[src/rtl/rv_pkg.sv]
// Shared register-file writeback types and widths.
package rv_pkg;

    localparam int unsigned REG_ADDR_W = 5;
    localparam int unsigned XLEN       = 32;

    localparam logic [REG_ADDR_W-1:0] REG_ZERO = 5'd0;

    typedef enum logic {
        NORMAL = 1'b0,
        STALL  = 1'b1
    } wb_state_t;

    // One pending register write: destination and value.
    typedef struct packed {
        logic [REG_ADDR_W-1:0] addr;
        logic [XLEN-1:0]       data;
    } wb_req_t;

endpackage

[src/rtl/wb_load_fifo.sv]
// Synchronous load-response FIFO; head is readable the cycle after a push (no bypass).
module wb_load_fifo
    import rv_pkg::*;
#(
    parameter int unsigned DEPTH = 4
) (
    input  logic    clk,
    input  logic    rst_n,
    input  logic    push,
    input  wb_req_t push_data,
    input  logic    pop,
    output wb_req_t head_c,
    output logic    full_q,
    output logic    empty_q
);

    localparam int unsigned PW = $clog2(DEPTH);
    localparam int unsigned CW = $clog2(DEPTH) + 1;

    wb_req_t       mem_q [DEPTH];
    wb_req_t       mem_d [DEPTH];
    logic [PW-1:0] wr_ptr_q, wr_ptr_d;
    logic [PW-1:0] rd_ptr_q, rd_ptr_d;
    logic [CW-1:0] cnt_q, cnt_d;
    logic          full_d, empty_d;
    logic          do_push, do_pop;

    // Next-state for storage, pointers (wrap naturally, DEPTH is a power of 2) and occupancy.
    always_comb begin
        mem_d    = mem_q;
        wr_ptr_d = wr_ptr_q;
        rd_ptr_d = rd_ptr_q;
        do_push  = push && !full_q;
        do_pop   = pop && !empty_q;
        if (do_push) begin
            mem_d[wr_ptr_q] = push_data;
            wr_ptr_d        = wr_ptr_q + PW'(1);
        end
        if (do_pop) begin
            rd_ptr_d = rd_ptr_q + PW'(1);
        end
        cnt_d   = cnt_q + CW'(do_push) - CW'(do_pop);
        full_d  = (cnt_d == CW'(DEPTH));
        empty_d = (cnt_d == '0);
    end

    // FIFO state registers.
    always_ff @(posedge clk or negedge rst_n) begin
        if (!rst_n) begin
            for (int i = 0; i < int'(DEPTH); i++) begin
                mem_q[i] <= '0;
            end
            wr_ptr_q <= '0;
            rd_ptr_q <= '0;
            cnt_q    <= '0;
            full_q   <= 1'b0;
            empty_q  <= 1'b1;
        end else begin
            mem_q    <= mem_d;
            wr_ptr_q <= wr_ptr_d;
            rd_ptr_q <= rd_ptr_d;
            cnt_q    <= cnt_d;
            full_q   <= full_d;
            empty_q  <= empty_d;
        end
    end

    assign head_c = mem_q[rd_ptr_q];

endmodule

[src/rtl/rf_writeback.sv]
// Register-file write port arbiter: ALU results beat buffered loads, with a
// starvation stall that forces a load through. Optional bypass outputs under
// RF_WB_FWD_EN.
module rf_writeback
    import rv_pkg::*;
#(
    parameter int unsigned LQ_DEPTH = 4,
    parameter int unsigned MAX_WAIT = 8
) (
    input  logic        clk,
    input  logic        rst_n,
    input  logic        AluValid_WB,
    input  logic [4:0]  AluAddr_WB,
    input  logic [31:0] AluData_WB,
    input  logic        LdValid_WB,
    output logic        LdReady_WB,
    input  logic [4:0]  LdAddr_WB,
    input  logic [31:0] LdData_WB,
    output logic        AluStall_WB,
`ifdef RF_WB_FWD_EN
    output logic        FwdValid_WB,
    output logic [4:0]  FwdAddr_WB,
    output logic [31:0] FwdData_WB,
`endif
    output logic        WrEn_RF,
    output logic [4:0]  WAddr_RF,
    output logic [31:0] WD_RF
);

    localparam int unsigned WW = $clog2(MAX_WAIT);

    wb_state_t             state_q, state_d;
    logic [WW-1:0]         wait_q, wait_d;
    logic                  stall_q, stall_d;
    logic                  err_q, err_d;
    logic                  wr_en_q, wr_en_d;
    logic [REG_ADDR_W-1:0] waddr_q, waddr_d;
    logic [XLEN-1:0]       wd_q, wd_d;

    wb_req_t               fifo_head;
    wb_req_t               ld_req;
    logic                  fifo_full, fifo_empty;
    logic                  ld_push, ld_win, sel_live, sel_wr;
    logic [REG_ADDR_W-1:0] sel_addr;
    logic [XLEN-1:0]       sel_data;

    assign ld_req     = '{addr: LdAddr_WB, data: LdData_WB};
    assign ld_push    = LdValid_WB && !fifo_full;
    assign LdReady_WB = !fifo_full;

    wb_load_fifo #(
        .DEPTH (LQ_DEPTH)
    ) u_fifo (
        .clk       (clk),
        .rst_n     (rst_n),
        .push      (ld_push),
        .push_data (ld_req),
        .pop       (ld_win),
        .head_c    (fifo_head),
        .full_q    (fifo_full),
        .empty_q   (fifo_empty)
    );

    // Source select: ALU first, then FIFO head; x0 is consumed without a write.
    always_comb begin
        ld_win   = !AluValid_WB && !fifo_empty;
        sel_live = AluValid_WB || ld_win;
        sel_addr = AluValid_WB ? AluAddr_WB : fifo_head.addr;
        sel_data = AluValid_WB ? AluData_WB : fifo_head.data;
        sel_wr   = sel_live && (sel_addr != REG_ZERO);
    end

    // Starvation FSM next-state plus write-port register inputs.
    always_comb begin
        state_d = state_q;
        wait_d  = wait_q;
        stall_d = 1'b0;
        err_d   = err_q;
        wr_en_d = sel_wr;
        waddr_d = sel_live ? sel_addr : waddr_q;
        wd_d    = sel_live ? sel_data : wd_q;
        case (state_q)
            NORMAL: begin
                if (fifo_empty || ld_win) begin
                    wait_d = '0;
                end else if (wait_q == WW'(MAX_WAIT - 1)) begin
                    state_d = STALL;
                    stall_d = 1'b1;
                    wait_d  = '0;
                end else begin
                    wait_d = wait_q + WW'(1);
                end
            end
            STALL: begin
                if (AluValid_WB) begin
                    // Upstream ignored the stall: ALU still wins, keep stalling.
                    stall_d = 1'b1;
                    err_d   = 1'b1;
                end else begin
                    state_d = NORMAL;
                    wait_d  = '0;
                end
            end
            default: begin
                state_d = NORMAL;
                wait_d  = '0;
            end
        endcase
    end

    // State and output registers.
    always_ff @(posedge clk or negedge rst_n) begin
        if (!rst_n) begin
            state_q <= NORMAL;
            wait_q  <= '0;
            stall_q <= 1'b0;
            err_q   <= 1'b0;
            wr_en_q <= 1'b0;
            waddr_q <= '0;
            wd_q    <= '0;
        end else begin
            state_q <= state_d;
            wait_q  <= wait_d;
            stall_q <= stall_d;
            err_q   <= err_d;
            wr_en_q <= wr_en_d;
            waddr_q <= waddr_d;
            wd_q    <= wd_d;
        end
    end

    assign AluStall_WB = stall_q;
    assign WrEn_RF     = wr_en_q;
    assign WAddr_RF    = waddr_q;
    assign WD_RF       = wd_q;

`ifdef RF_WB_FWD_EN
    assign FwdValid_WB = sel_wr;
    assign FwdAddr_WB  = sel_addr;
    assign FwdData_WB  = sel_data;
`endif

    stall_protocol_a: assert property (@(posedge clk) disable iff (!rst_n) !err_q);

endmodule

[config.mk]
export PLATFORM = sky130hd
export DESIGN_NAME = rf_writeback
export DESIGN_NICKNAME = d
export VERILOG_FILES = /design/src/rtl/rv_pkg.sv /design/src/rtl/wb_load_fifo.sv /design/src/rtl/rf_writeback.sv
export SDC_FILE = /design/constraint.sdc
export NUM_CORES = 1
export LEC_CHECK = 0
export CAP_MARGIN = 20
export CORE_ASPECT_RATIO = 1.25
export CORE_UTILIZATION = 51
export CTS_BUF_LIST = sky130_fd_sc_hd__clkbuf_8
export DETAILED_ROUTE_END_ITERATION = 16
export MAX_ROUTING_LAYER = met4
export PLACE_DENSITY = 0.86
export SYNTH_ARGS = -nofsm -noshare
export SYNTH_HDL_FRONTEND = slang
export SYNTH_SLANG_ARGS = --single-unit
[constraint.sdc]
create_clock -name clk -period 2.35 [get_ports clk]
set_clock_uncertainty 0.15 [all_clocks]
set_input_delay 0.705 -clock clk [delete_from_list [all_inputs] [get_ports clk]]
set_output_delay 0.705 -clock clk [all_outputs]
set_load 0.05 [all_outputs]
==> results.toml <==
[synth]
synthCells = 586
synth_top_area_share_pct = 56.7
synth_top_family_by_area = "multiplexers"
synth_edf_count = 0
async_flop_share_pct = 100
ys_ff_latch = 199
synth_nets = 673
synth.largest_area_cell = "dfrtp_1"
synth_compound_area_share_pct = 2.78
yosysUniqueCellTypes = 34
synthMuxAreaShare_pct = 32.6
synthAdderAreaFrac_pct = 1.37
synth_flop_cell = "dfrtp_1"
synthTopCellsByArea = "dfrtp_1 57%, mux2_2 19%, mux4_2 9.0%"
synth_most_common_cell = "dfrtp_1"
synthXorXnorAreaFrac_pct = 0.501
synth_area_per_cell_sq_um = 14.9
yosys.area_share.simple_pct = 3.22
syn_area_sq_um = 8740
synthTopCellsByCount = "198 x dfrtp_1, 147 x mux2_2, 39 x mux2i_1"
synth_seq_area_share_pct = 57.0
yosysWarnings = 0

[detailed_routing]
vias_per_cell = 5.55
wl_per_cell_microns = 19.4
routed_wl_microns = 18400
dr.first_iter.drc_count = 190
drc = 0
final_antenna_net_count = 0
vias = 5254
drtPass1Iterations = 4

[floorplanning]
dieArea_sq_um = 17700
row_count = 53
die_w_microns = 119
num_io_pins = 118
coreArea_sq_um = 16800
initial_core_util_pct = 52.1
dieHeight_microns = 148

[power_and_ir_drop]
p_per_area_nw_per_um2 = 1390
power.leakage_uw = 0.00460
p_total_uw = 14800
ir_drop_uv = 761

[run]
drv_cap = 0

[placement]
place_hpwl_microns = 12700
dp_slack_ps = -269
place.gp.congestion = 0.765
dp.cells = 914
io_buffers = 117

[critical_path]
critical_path.cell_chain = "dlygate4sd2_1"
worst_setup_path_end_kind = "primary output"
slowest_delay_ps = 540
crit_type = "reg -> out"
crit_required_ps = 1490
cp_top_family = "buffers and inverters"
arrival_ps = 1370
start_kind = "flip-flop"
cpMaxStageDelayCell = "dlygate4sd2_1"
path_buf_inv = 1
cp_max_fo = 2

[sta]
timing.final.ws_setup_ps = 128
finalSetupViolations = 0
max_freq_mhz = 450
whs_ps = 71.1
rsz0062_at_grt = "no"
worst_slew_pin_slew_ps = 672
period_share_pct = 94.5
period_minus_slack_ps = 2220
maxSlewHeadroom_pct = 55.2
final-hold-violation-count = 0
setup-tns-final_ps = 0
slew_violations = 0

[clock_network]
clk_pin_slew_ps = 100
clk_path_buf_depth = 2
post-cts-setup-buffers = 0
postCtsResizedCells = 24
ctsHoldBuffers = 0
cts_num_sinks = 199
clock_latency_ps = 460
cts_inserted_buffers = 17
cts_root_buffer = "clkbuf_8"
cts_tree = "done"
htreeDepth = 4

[global_route]
grt_pass1_wl_microns = 29900
grt_max_degree = 59
overflow = 0
grt_pass1_vias = 5757
antenna_found_initial = 0
grtUsageTotal_pct = 22.9

[final_layout]
nNetsFinal = 800
area_growth_pct = 21.9
drive_gt1_share_pct = 36.6
stdcell_count = 946
antenna_cells = 0

[worst_hold_path]
hold_class = "in -> async"

[run_status]
status = "finished clean"
## per-stage QoR
step	cell area, sq um	utilization (%)
final	10600	63.5
after global routing	10600	63.5
after CTS	10600	63.5
after detailed placement	10300	61.3
after global placement	10300	61.3
after floorplan	8760	-
## routing by layer
metal	routed length, microns	global-route usage (%)	up-vias
met2	10300	40.9	104
li1	-	-	2362
met1	7410	26.3	2768
met3	414	3.14	20
met4	319	8.35	0
met5	0	-	-
## state kept, by name, summed over array words and instances (netlist names)
signal,cells
WrEn_RF,1
wait_q,3
u_fifo.rd_ptr_q,2
u_fifo.empty_q,1
WD_RF,32
u_fifo.mem_q,148
AluStall_WB,1
u_fifo.full_q,1
u_fifo.wr_ptr_q,2
u_fifo.cnt_q,3
WAddr_RF,5
## logic make-up after synthesis
logic type | Yosys count
fa+ha+maj | 9
buf+inv | 43
mux | 222
compound gates | 45
flops | 199
simple gates | 63
xor+xnor | 5
## layout make-up
type                    count  area [sq um]
well taps                 220           275
fillers                  1242          6130
clock inverters            13           130
repair buffers            143          1420
clock buffers              19           262
flip-flops and latches    199          4980
inverters                   8          30.0
multi-input cells         344          3550
## layout by cell type, fill, tap and decap left out, types with 2 or more instances in the layout
cell type        count
inv_6                2
inv_1               10
mux4_2              35
a22oi_1              3
bufinv_16            2
clkdlybuf4s50_1     75
mux2i_1             39
o21ai_1             32
clkinv_2             4
clkbuf_8            20
nor2_1               9
clkinv_4             2
ha_1                 8
nand2_2              4
xnor2_1              4
dfrtp_1            196
nor2b_1              6
dlygate4sd2_1       24
nand2_1             35
buf_4               32
nand2b_1             3
a21oi_1              6
mux2_2             147
buf_12              10
dfrtp_2              2
## path summary, 6_finish.rpt
check	cells after the start	slack [ps]	to	from
hold / removal	1	70	u_fifo.mem_q[15]	rst_n
max in group asynchronous	2	1310	u_fifo.empty_q	rst_n
hold reg to reg	1	350	u_fifo.mem_q[34]	u_fifo.mem_q[34]
setup / recovery	1	130	WD_RF[0]	WD_RF[0]
min in group clk	1	350	u_fifo.mem_q[34]	u_fifo.mem_q[34]
setup reg to reg	8	180	u_fifo.empty_q	u_fifo.empty_q
## power breakdown
group	internal [uW]	switching (uW)
Clock	997	1140
Combinational	3370	3180
Sequential	5110	950
Total	9480	5270
Note: power is estimated with default switching activity, not from simulation.
